## src/rtl/pipeline_pkg.sv

```systemverilog
// Shared pipeline definitions: destination-register tag layout and the bubble value.
// The tag is packed as {valid, rd, used, memory}; bit offsets are exposed for width-generic users.
package pipeline_pkg;

   localparam int PIPE_REG_W   = 5;

   localparam int TAG_MEM_BIT  = 0;
   localparam int TAG_USED_BIT = 1;
   localparam int TAG_RD_LSB   = 2;

   function automatic int tag_width(input int reg_w);
      return reg_w + 3;
   endfunction

   function automatic int tag_valid_bit(input int reg_w);
      return reg_w + 2;
   endfunction

   typedef struct packed {
      logic                  valid;
      logic [PIPE_REG_W-1:0] rd;
      logic                  used;
      logic                  memory;
   } rd_tag_t;

   localparam rd_tag_t BUBBLE = '0;

endpackage

```

## src/rtl/rd_tag_stage.sv

```systemverilog
// One pipeline tag register: reset, then flush, then hold, then bubble insert, then load.
// Flush deliberately outranks a deasserted enable so a stalled stage can still be squashed.
module rd_tag_stage
   import pipeline_pkg::*;
#(
   parameter int TAG_W = tag_width(PIPE_REG_W)
) (
   input  logic             clk,
   input  logic             rst,
   input  logic             flush,
   input  logic             ena,
   input  logic             nop,
   input  logic [TAG_W-1:0] tag_in,
   output logic [TAG_W-1:0] tag_out
);

   always_ff @(posedge clk) begin
      if (rst) begin
         tag_out <= '0;
      end else if (flush) begin
         tag_out <= '0;
      end else if (ena) begin
         tag_out <= nop ? '0 : tag_in;
      end
   end

endmodule

```

## src/rtl/pipeline_rd_tracker.sv

```systemverilog
// Carries destination-register tags from DEC through OP/EX/MEM/WB and exposes the hazard and write-back
// fields, plus saturating stall and bubble counters for performance monitoring.
module pipeline_rd_tracker
   import pipeline_pkg::*;
#(
   parameter int REG_W = PIPE_REG_W,
   parameter int CNT_W = 32
) (
   input  logic             clk,
   input  logic             rst,
   input  logic [REG_W-1:0] rd_dec,
   input  logic             rd_used_dec,
   input  logic             rd_memory_dec,
   input  logic             valid_dec,
   input  logic             flush,
   input  logic             dec_ena,
   input  logic             op_ena,
   input  logic             ex_ena,
   input  logic             mem_ena,
   input  logic             wb_ena,
   input  logic             dec_nop,
   input  logic             op_nop,
   input  logic             ex_nop,
   input  logic             mem_nop,
   output logic [REG_W-1:0] rd_op,
   output logic [REG_W-1:0] rd_ex,
   output logic [REG_W-1:0] rd_mem,
   output logic [REG_W-1:0] rd_wb,
   output logic             rd_used_op,
   output logic             rd_used_ex,
   output logic             rd_memory_op,
   output logic             rd_memory_mem,
   output logic             rd_we_wb,
   output logic [CNT_W-1:0] stall_cycles,
   output logic [CNT_W-1:0] bubble_count
);

   localparam int TW  = tag_width(REG_W);
   localparam int VB  = tag_valid_bit(REG_W);
   localparam int RDM = TAG_RD_LSB + REG_W - 1;

   logic [TW-1:0] tag_dec, tag_op, tag_ex, tag_mem, tag_wb;

   assign tag_dec = {valid_dec, rd_dec, rd_used_dec, rd_memory_dec};

   rd_tag_stage #(.TAG_W(TW)) u_op (
      .clk(clk), .rst(rst), .flush(flush), .ena(op_ena), .nop(dec_nop),
      .tag_in(tag_dec), .tag_out(tag_op));

   rd_tag_stage #(.TAG_W(TW)) u_ex (
      .clk(clk), .rst(rst), .flush(flush), .ena(ex_ena), .nop(op_nop),
      .tag_in(tag_op), .tag_out(tag_ex));

   rd_tag_stage #(.TAG_W(TW)) u_mem (
      .clk(clk), .rst(rst), .flush(1'b0), .ena(mem_ena), .nop(ex_nop),
      .tag_in(tag_ex), .tag_out(tag_mem));

   rd_tag_stage #(.TAG_W(TW)) u_wb (
      .clk(clk), .rst(rst), .flush(1'b0), .ena(wb_ena), .nop(mem_nop),
      .tag_in(tag_mem), .tag_out(tag_wb));

   assign rd_op  = tag_op[RDM:TAG_RD_LSB];
   assign rd_ex  = tag_ex[RDM:TAG_RD_LSB];
   assign rd_mem = tag_mem[RDM:TAG_RD_LSB];
   assign rd_wb  = tag_wb[RDM:TAG_RD_LSB];

   // Flags read as zero for an invalid tag even if DEC presented stray flag bits.
   assign rd_used_op    = tag_op[VB]  & tag_op[TAG_USED_BIT];
   assign rd_used_ex    = tag_ex[VB]  & tag_ex[TAG_USED_BIT];
   assign rd_memory_op  = tag_op[VB]  & tag_op[TAG_MEM_BIT];
   assign rd_memory_mem = tag_mem[VB] & tag_mem[TAG_MEM_BIT];

   assign rd_we_wb = tag_wb[VB] & (tag_wb[TAG_USED_BIT] | tag_wb[TAG_MEM_BIT]) & (rd_wb != '0);

   logic unused_tag_bits;
   assign unused_tag_bits = ^{tag_ex[TAG_MEM_BIT], tag_mem[TAG_USED_BIT]};

   logic [1:0]     bubble_inc;
   logic [CNT_W:0] stall_sum;
   logic [CNT_W:0] bubble_sum;
   logic [CNT_W-1:0] stall_next;
   logic [CNT_W-1:0] bubble_next;

   always_comb begin
      bubble_inc  = {1'b0, dec_nop & op_ena} + {1'b0, op_nop & ex_ena};
      stall_sum   = {1'b0, stall_cycles} + (CNT_W+1)'(!dec_ena);
      bubble_sum  = {1'b0, bubble_count} + (CNT_W+1)'(bubble_inc);
      stall_next  = stall_sum[CNT_W]  ? '1 : stall_sum[CNT_W-1:0];
      bubble_next = bubble_sum[CNT_W] ? '1 : bubble_sum[CNT_W-1:0];
   end

   always_ff @(posedge clk) begin
      if (rst) begin
         stall_cycles <= '0;
         bubble_count <= '0;
      end else begin
         stall_cycles <= stall_next;
         bubble_count <= bubble_next;
      end
   end

endmodule

```

## config.mk

```make
export PLATFORM = sky130hd
export DESIGN_NAME = pipeline_rd_tracker
export DESIGN_NICKNAME = d
export VERILOG_FILES = /design/src/rtl/pipeline_pkg.sv /design/src/rtl/rd_tag_stage.sv /design/src/rtl/pipeline_rd_tracker.sv
export SDC_FILE = /design/constraint.sdc
export NUM_CORES = 1
export LEC_CHECK = 0
export ABC_AREA = 1
export CORE_MARGIN = 2
export CORE_UTILIZATION = 51
export CTS_CLUSTER_DIAMETER = 40
export DETAILED_ROUTE_END_ITERATION = 8
export PLACE_DENSITY = 0.86
export SKIP_LAST_GASP = 1
export SYNTH_ARGS = -nofsm -noshare
export SYNTH_HDL_FRONTEND = slang
export SYNTH_SLANG_ARGS = --single-unit
export TNS_END_PERCENT = 50
```

## constraint.sdc

```tcl
create_clock -name clk -period 2.45 [get_ports clk]
set_input_delay 0.49 -clock clk [delete_from_list [all_inputs] [get_ports clk]]
set_output_delay 0.49 -clock clk [all_outputs]
set_load 0.05 [all_outputs]
```

# Word-level counts from Yosys, hierarchy flattened
# Index checks and enable logic that the tools add are counted.
op_classes:
  add_sub_neg: 3
  muxes: 6
  n_bitwise: 9
  n_reduce_logical: 3
ops:
  columns: ["cell", "count"]
  rows:
  - ["$mux W32", 2]
  - ["$add A32 B1 Y33", 1]
  - ["$add A32 B2 Y33", 1]
  - ["$mux W8", 4]
  - ["$and A1 B1 Y1", 8]
  - ["$reduce_bool A5 Y1", 1]
  - ["$add A1 B1 Y2", 1]
  - ["$reduce_or A2 Y1", 1]
  - ["$logic_not A1 Y1", 1]
  - ["$or A1 B1 Y1", 1]
word_totals:
  register_bits: 96
  input_bits: 20
  out_inout_bits: 89

# Logic depth before layout (Yosys ltp)
# Gate-level depths: netlist (run 1).
depth:
  word_depth: 4
  depth_mapped: 14
  ltp_nobuf: 13

# By module
# From an unflattened synthesis (run 1), not the netlist that was laid out.
unflattened:
  cells_unflattened: 756
  hier_area_um2: 5151.2
by_module_without_submodules:
  columns: ["mod", "n_inst", "cells_each", "area_each_um2"]
  rows:
  - ["pipeline_rd_tracker", 1, 608, 3829.9]
  - ["rd_tag_stage", 4, 37, 330.3]

# Least setup slack after synthesis (run 1)
# No wires, ideal clock.
synth_timing:
  kind: "input -> register"
  from: "in op_ena"
  to: "reg bubble_count[19]"
  arrival_time_ns: 2.155
  setup_slack_ns: 0.240
  cell_stages: 14
  path_cell_list: "clkbuf_1 -> nand2_1 -> inv_1 -> fa_1 -> ha_1 -> inv_1 -> nor2_2 -> nand2_4 -> nor2_8 -> nand3_4 -> buf_6 -> nand3_1 -> nand2_1 -> inv_1"
synth_between:
  elab_chain_len: 4
synth_lines:
  columns: ["item", "line_no", "source"]
  rows:
  - ["start: declaration", "pipeline_rd_tracker.sv:17", "input logic op_ena,"]
  - ["$and A1 B1 Y1", "pipeline_rd_tracker.sv:85", "bubble_inc = {1'b0, dec_nop & op_ena} + {1'b0, op_nop & ex_ena};"]
  - ["$add A1 B1 Y2", "pipeline_rd_tracker.sv:85", null]
  - ["$add A32 B2 Y33", "pipeline_rd_tracker.sv:87", "bubble_sum = {1'b0, bubble_count} + (CNT_W+1)'(bubble_inc);"]
  - ["$mux W32", "pipeline_rd_tracker.sv:89", "bubble_next = bubble_sum[CNT_W] ? '1 : bubble_sum[CNT_W-1:0];"]
  - ["end signal: assignment", "pipeline_rd_tracker.sv:98", "bubble_count <= bubble_next;"]
  - ["end: declaration", "pipeline_rd_tracker.sv:35", "output logic [CNT_W-1:0] bubble_count"]
# No other way between the ends.
# A chain may end at the register's enable or synchronous reset.

# Final worst setup path (run 1)
layout_timing:
  from: "reg u_wb.tag_out[3]"
  to: "out rd_we_wb"
layout_between:
  elab_chain_len: 2
layout_lines:
  columns: ["item", "line_no", "source"]
  rows:
  - ["start: declaration", "rd_tag_stage.sv:14", "output logic [TAG_W-1:0] tag_out"]
  - ["start signal: assignment", "rd_tag_stage.sv:23", "tag_out <= nop ? '0 : tag_in;"]
  - ["$reduce_bool A5 Y1", "pipeline_rd_tracker.sv:73", "assign rd_we_wb = tag_wb[VB] & (tag_wb[TAG_USED_BIT] | tag_wb[TAG_MEM_BIT]) & (rd_wb != '0);"]
  - ["$and A1 B1 Y1", "pipeline_rd_tracker.sv:73", null]
  - ["end: declaration", "pipeline_rd_tracker.sv:33", "output logic rd_we_wb,"]
# No other way between the ends.

==> impl_metrics.env, run 1 <==
export IMPL_pin_count=109
export IMPL_htree_num_levels=3
export IMPL_cp_required_ps=1960
export IMPL_synthDistinctLibCells=30
export IMPL_nNetsFinal=888
export IMPL_post_route_min_period_ps=2290
export IMPL_cts_hold_buf=0
export IMPL_grt_first_pass_wirelength_um=21500
export IMPL_max_freq_ghz=0.436
export IMPL_end_kind="output port"
export IMPL_rr_worst_depth=11
export IMPL_ir_drop_v=0.000307
export IMPL_grt_max_degree=27
export IMPL_leakage_uw=0.00268
export IMPL_crit_chain="nor2_1, nand2_1, o211ai_1, inv_1, clkdlybuf4s50_1"
export IMPL_grt_usage=0.239
export IMPL_synthArstFlopShare=0
export IMPL_die_h_um=104
export IMPL_synth_edf_count=0
export IMPL_routed_wl_um=12600
export IMPL_rsz0062_at_grt="false"
export IMPL_wire_per_inst_um=12.6
export IMPL_setup_viol=0
export IMPL_avgSynthCellArea_um2=6.72
export IMPL_critPathLaunchType="register"
export IMPL_drive_above_1_share=0.0921
export IMPL_syn_num_nets=786
export IMPL_overflow=0
export IMPL_finalCritPeriodShare=0.937
export IMPL_synth_top_area_cell="dfxtp_1"
export IMPL_cp_max_fo=3
export IMPL_root_buffer="clkbuf_8"
export IMPL_initial_utilization=0.524
export IMPL_die_x_um=104
export IMPL_slowest_delay_ps=790
export IMPL_syn_to_final_growth_pct=26.9
export IMPL_yosysTopAreaCellShare=0.375
export IMPL_detail_route_antenna_nets=0
export IMPL_final_util=0.665
export IMPL_cts_sinks=96
export IMPL_clk_pin_slew_worst_paths_ps=110
export IMPL_ys_top_cells_by_area="dfxtp_1 38%, nand2_1 16%, nor2_1 8.1%, inv_1 6.6%, a21oi_1 5.1%"
export IMPL_via_count=5065
export IMPL_status="finished, final reports clean"
export IMPL_critPathKind="register to output port"
export IMPL_numPortBuffers=108
export IMPL_grt_pass1_vias=4694
export IMPL_yosysMostFrequentCell="nand2_1"
export IMPL_ff2ff_setup_slack_ps=560
export IMPL_first_pass_iters=5
export IMPL_cts_tree="done"
export IMPL_power_density_nw_per_um2=449
export IMPL_ys_warnings_count=0
export IMPL_vias_per_cell=5.05
export IMPL_cts_setup_buffers=0
export IMPL_ys_seq_elements=96
export IMPL_slew_viol_final=0
export IMPL_ys_top_cells_by_count="214 x nand2_1, 111 x nor2_1, 96 x dfxtp_1"
export IMPL_timing_hold_ws_ps=477
export IMPL_worstHoldPathType="register to register"
export IMPL_gp_congestion=0.948
export IMPL_maxCapViolCount=0
export IMPL_dieArea_um2=10900
export IMPL_hold_path_depth=2
export IMPL_postPlaceCellArea_um2=6300
export IMPL_cts_buffers_inserted=9
export IMPL_clock_latency_ps=380
export IMPL_ys_flop_type="dfxtp_1"
export IMPL_power_uw=2920
export IMPL_final_area_um2=6500
export IMPL_synth_seq_area_share=0.375
export IMPL_rows=36
export IMPL_core_area_um2=9770
export IMPL_pre_cts_ws_ps=-66.9
export IMPL_crit_slowest_cell="clkdlybuf4s50_1"
export IMPL_antenna_diode_count=0
export IMPL_synthCells=762
export IMPL_hold_viol_final=0
export IMPL_cts_resized=0
export IMPL_dr_first_iter_drc_count=236
export IMPL_fin_skew_ps=14.8
export IMPL_slew_headroom=0.644
export IMPL_drc=0
export IMPL_antenna_found_initial=0
export IMPL_setup_ws_ps=155
export IMPL_arrival_ps=1800
export IMPL_dp_hpwl_um=9500
export IMPL_clockBufferDepth=2
export IMPL_tightest_slew_ps=533
export IMPL_syn_area_um2=5120
## sequential cells by signal, summed over array words and instances (netlist names)
name / flops
bubble_count: 32
u_ex.tag_out: 8
stall_cycles: 32
u_op.tag_out: 8
u_wb.tag_out: 8
u_mem.tag_out: 8
## where the power goes
part,switching [uW],internal (uW)
clock network,645,400
logic,165,95.5
registers,22.9,1590
## logic make-up after synthesis
group,synth area share
DFF,0.375
and+or+nand+nor,0.352
xor gates and xnor gates,0.0411
AOI/OAI and AO/OA,0.104
adders and majority gates,0.0112
buffers and inverters,0.117
## cell usage in the layout, fill, tap and decap left out, types with 3 or more instances in the layout
| cell | instances |
|---|---|
| nand2_1 | 214 |
| nor2_1 | 111 |
| clkdlybuf4s50_1 | 107 |
| dfxtp_1 | 96 |
| inv_1 | 90 |
| a21oi_1 | 52 |
| nand3_1 | 48 |
| o21ai_0 | 30 |
| buf_4 | 17 |
| xnor2_1 | 13 |
| a21oi_2 | 13 |
| xor2_1 | 11 |
| nor2_2 | 10 |
| clkbuf_8 | 9 |
| nand3b_1 | 8 |
| nand3_2 | 6 |
| nand2_2 | 5 |
| ha_1 | 3 |
| buf_12 | 3 |
## critical path: cells and delay by family (launching register included)
family / cells / cell delay [ps]
AOI/OAI and AO/OA: 1 / 70
buffers and inverters: 2 / 850
DFF: 1 / 380
and+or+nand+nor: 2 / 110
## worst paths after layout
check,start,endpoint
min reg2reg,u_ex.tag_out[1]$_SDFFE_PP0P_,u_mem.tag_out[1]$_SDFFE_PP0P_
max reg2reg,stall_cycles[0]$_SDFF_PP0_,stall_cycles[22]$_SDFF_PP0_
max,u_wb.tag_out[3]$_SDFFE_PP0P_,rd_we_wb
min,u_ex.tag_out[1]$_SDFFE_PP0P_,u_mem.tag_out[1]$_SDFFE_PP0P_
## routing by layer
layer | GRT usage | vias up | routed length, um
li1 | - | 2573 | -
met1 | 0.300 | 2292 | 5560
met2 | 0.405 | 183 | 5960
met3 | 0.0589 | 17 | 934
met4 | 0.0705 | 0 | 165
met5 | 0 | - | 0
## final cells by class
| type | instances | area, um^2 |
|---|---|---|
| fillers | 834 | 3280 |
| multi-input cells | 537 | 2600 |
| flip-flops and latches | 96 | 1920 |
| repair buffers | 128 | 1260 |
| inverters | 92 | 345 |
| well taps | 133 | 166 |
| clock buffers | 9 | 124 |
| clock inverters | 7 | 76.3 |
## through the flow
stage | setup TNS [ps] | instances
3_3_place_gp | -172 | 986
4_1_cts | 0 | 1002
6_report | 0 | 1002
2_1_floorplan | 0 | 762
5_1_grt | 0 | 1002
3_5_place_dp | -599 | 986
Note: power is estimated with default switching activity, not from simulation.
==> run 2: changes to the inputs <==
--- a/config.mk
+++ b/config.mk
@@ -6,6 +6,7 @@
 export NUM_CORES = 1
 export LEC_CHECK = 0
 export ABC_AREA = 1
+export ABC_CLOCK_PERIOD_IN_PS = 2450
 export CORE_MARGIN = 2
 export CORE_UTILIZATION = 51
 export CTS_CLUSTER_DIAMETER = 40
==> results of run 2 <==
No change in the layout: final DEF, timing and power equal those of run 1.
==> run 3: changes to the inputs <==
--- a/config.mk
+++ b/config.mk
@@ -12,8 +12,10 @@
 export CTS_CLUSTER_DIAMETER = 40
 export DETAILED_ROUTE_END_ITERATION = 8
 export PLACE_DENSITY = 0.86
+export RECOVER_POWER = 50
+export SKIP_CTS_REPAIR_TIMING = 1
 export SKIP_LAST_GASP = 1
 export SYNTH_ARGS = -nofsm -noshare
 export SYNTH_HDL_FRONTEND = slang
 export SYNTH_SLANG_ARGS = --single-unit
-export TNS_END_PERCENT = 50
+export TNS_END_PERCENT = 20
==> run 3 against run 2 <==
Effect of this change:
- routed wire length unchanged
- critical path type unchanged
- critical path depth unchanged
- non-clock buffer count unchanged
- first-iteration DRC count increased by 8.5%
- largest power group unchanged
- sequential power about the same
- count of clock-buffer cells in the layout unchanged
- fmax decreased by 0.28%
- combinational power decreased by 3%
- total power decreased by 0.40%
- global-route usage unchanged
- largest cell class unchanged
==> impl_metrics.env, run 3 (same netlist as run 1, synthesis figures left out) <==
export IMPL_slew_viol_final=0
export IMPL_end_kind="output port"
export IMPL_antenna_found_initial=0
export IMPL_place_inst=986
export IMPL_drive_above_1_share=0.0817
export IMPL_nNetsFinal=888
export IMPL_first_pass_iters=5
export IMPL_stdcell_count=1002
export IMPL_drc=0
export IMPL_pin_count=109
export IMPL_rows=36
export IMPL_crit_path_start="u_wb.tag_out[4]$_SDFFE_PP0P_"
export IMPL_use_met3=0.0589
export IMPL_die_h_um=104
export IMPL_power_density_nw_per_um2=450
export IMPL_routed_wl_um=12600
export IMPL_gp_congestion=0.948
export IMPL_fin_skew_ps=14.7
export IMPL_critPathKind="register to output port"
export IMPL_via_count=5013
export IMPL_worstHoldPathType="register to register"
export IMPL_grt_first_pass_wirelength_um=21500
export IMPL_syn_to_final_growth_pct=26.2
export IMPL_rsz0062_at_grt="false"
export IMPL_power_uw=2910
export IMPL_clockBufferDepth=2
export IMPL_r2r_start="stall_cycles[0]$_SDFF_PP0_"
export IMPL_status="finished, final reports clean"
export IMPL_tightest_slew_ps=533
export IMPL_hold_viol_final=0
export IMPL_cts_sinks=96
export IMPL_clk_pin_slew_worst_paths_ps=110
export IMPL_crit_chain="nor3_1, nand2_1, o211ai_1, inv_1, clkdlybuf4s50_1"
export IMPL_dr_first_iter_drc_count=256
export IMPL_wire_per_inst_um=12.6
export IMPL_arrival_ps=1810
export IMPL_root_buffer="clkbuf_8"
export IMPL_critical_path_top_delay_family="buffers and inverters"
export IMPL_die_x_um=104
export IMPL_dp_hpwl_um=9500
export IMPL_cp_buffers_inverters=2
export IMPL_hp_start="u_ex.tag_out[1]$_SDFFE_PP0P_"
export IMPL_slowest_delay_ps=690
export IMPL_antenna_diode_count=0
export IMPL_detail_route_antenna_nets=0
export IMPL_setup_ws_ps=149
export IMPL_use_met1=0.300
export IMPL_clock_latency_ps=380
export IMPL_grt_usage=0.239
export IMPL_grt_pass1_vias=4694
export IMPL_cts_buffers_inserted=9
export IMPL_critPathLaunchType="register"
export IMPL_final_common_cell="nand2_1"
export IMPL_cts_tree="done"
export IMPL_crit_slowest_cell="clkdlybuf4s50_1"
export IMPL_ir_drop_v=0.000306
export IMPL_maxCapViolCount=0
export IMPL_setup_viol=0
export IMPL_core_area_um2=9770
export IMPL_final_cell_mix="216 x nand2_1, 111 x nor2_1, 96 x dfxtp_1, 90 x inv_1, 74 x clkdlybuf4s50_1"
export IMPL_grt_max_degree=27
export IMPL_leakage_uw=0.00276
export IMPL_numPortBuffers=108
export IMPL_top_usage_layer="met2"
export IMPL_largest_registers="bubble_count (32), stall_cycles (32)"
export IMPL_post_route_min_period_ps=2300
export IMPL_slew_headroom=0.644
export IMPL_use_met2=0.405
export IMPL_initial_utilization=0.524
export IMPL_dieArea_um2=10900
export IMPL_cp_max_fo=3
export IMPL_pre_cts_ws_ps=-66.9
export IMPL_max_freq_ghz=0.435
export IMPL_vias_per_cell=5.00
export IMPL_timing_hold_ws_ps=477
export IMPL_finalCritPeriodShare=0.939
export IMPL_overflow=0
export IMPL_cp_required_ps=1960
export IMPL_htree_num_levels=3
-- run 3: changes by cell type in the layout (fill, tap and decap cells not counted), sizes merged --
| cell | delta |
|---|---|
| clkdlybuf4s50 | -33 |
| dlygate4sd3 | +33 |
-- run 3: path summary, 6_finish.rpt --
| kind | slack [ps] | endpoint | cells after the start |
|---|---|---|---|
| setup / recovery | 150 | rd_we_wb | 5 |
| hold / removal | 480 | u_mem.tag_out[1]$_SDFFE_PP0P_ | 2 |
| setup reg to reg | 470 | stall_cycles[0]$_SDFF_PP0_ | 11 |
| hold reg to reg | 480 | u_mem.tag_out[1]$_SDFFE_PP0P_ | 2 |
-- run 3: power by group --
part	switching, uW	total [uW]	internal (uW)	leakage, uW
Sequential	21.9	1610	1590	0.000778
Clock	643	1040	400	0.0000939
Combinational	164	252	87.3	0.00189
Total	829	2910	2080	0.00276
-- run 3: layer usage --
metal  vias to the layer above  wire, um
li1                       2570         -
met1                      2263      5660
met2                       158      5910
met3                        22       879
met4                         0       165
met5                         -         0
-- run 3: area by class of cell --
cell class / instances / area, um^2
fill: 844 / 3310
multi-input combinational: 537 / 2560
sequential: 96 / 1920
timing repair buffer: 128 / 1260
inverter: 92 / 345
tap: 133 / 166
clock buffer: 9 / 124
clock inverter: 7 / 76.3
-- run 3: metrics by stage --
| stage | setup TNS (ps) | utilization | cell area (um^2) |
|---|---|---|---|
| final | 0 | 0.661 | 6460 |
| after global placement | -172 | 0.644 | 6300 |
| after detailed placement | -599 | 0.644 | 6300 |
| after CTS | 0 | 0.665 | 6500 |
| after floorplan | 0 | - | 5120 |
| after global routing | 0 | 0.661 | 6460 |
-- run 3: worst min-delay path, delay by kind of cell (launching register included) --
kind	cells	cell delay [ps]
flip-flops	1	330
AND/OR/NAND/NOR	1	70
AO/OA/AOI/OAI	1	50
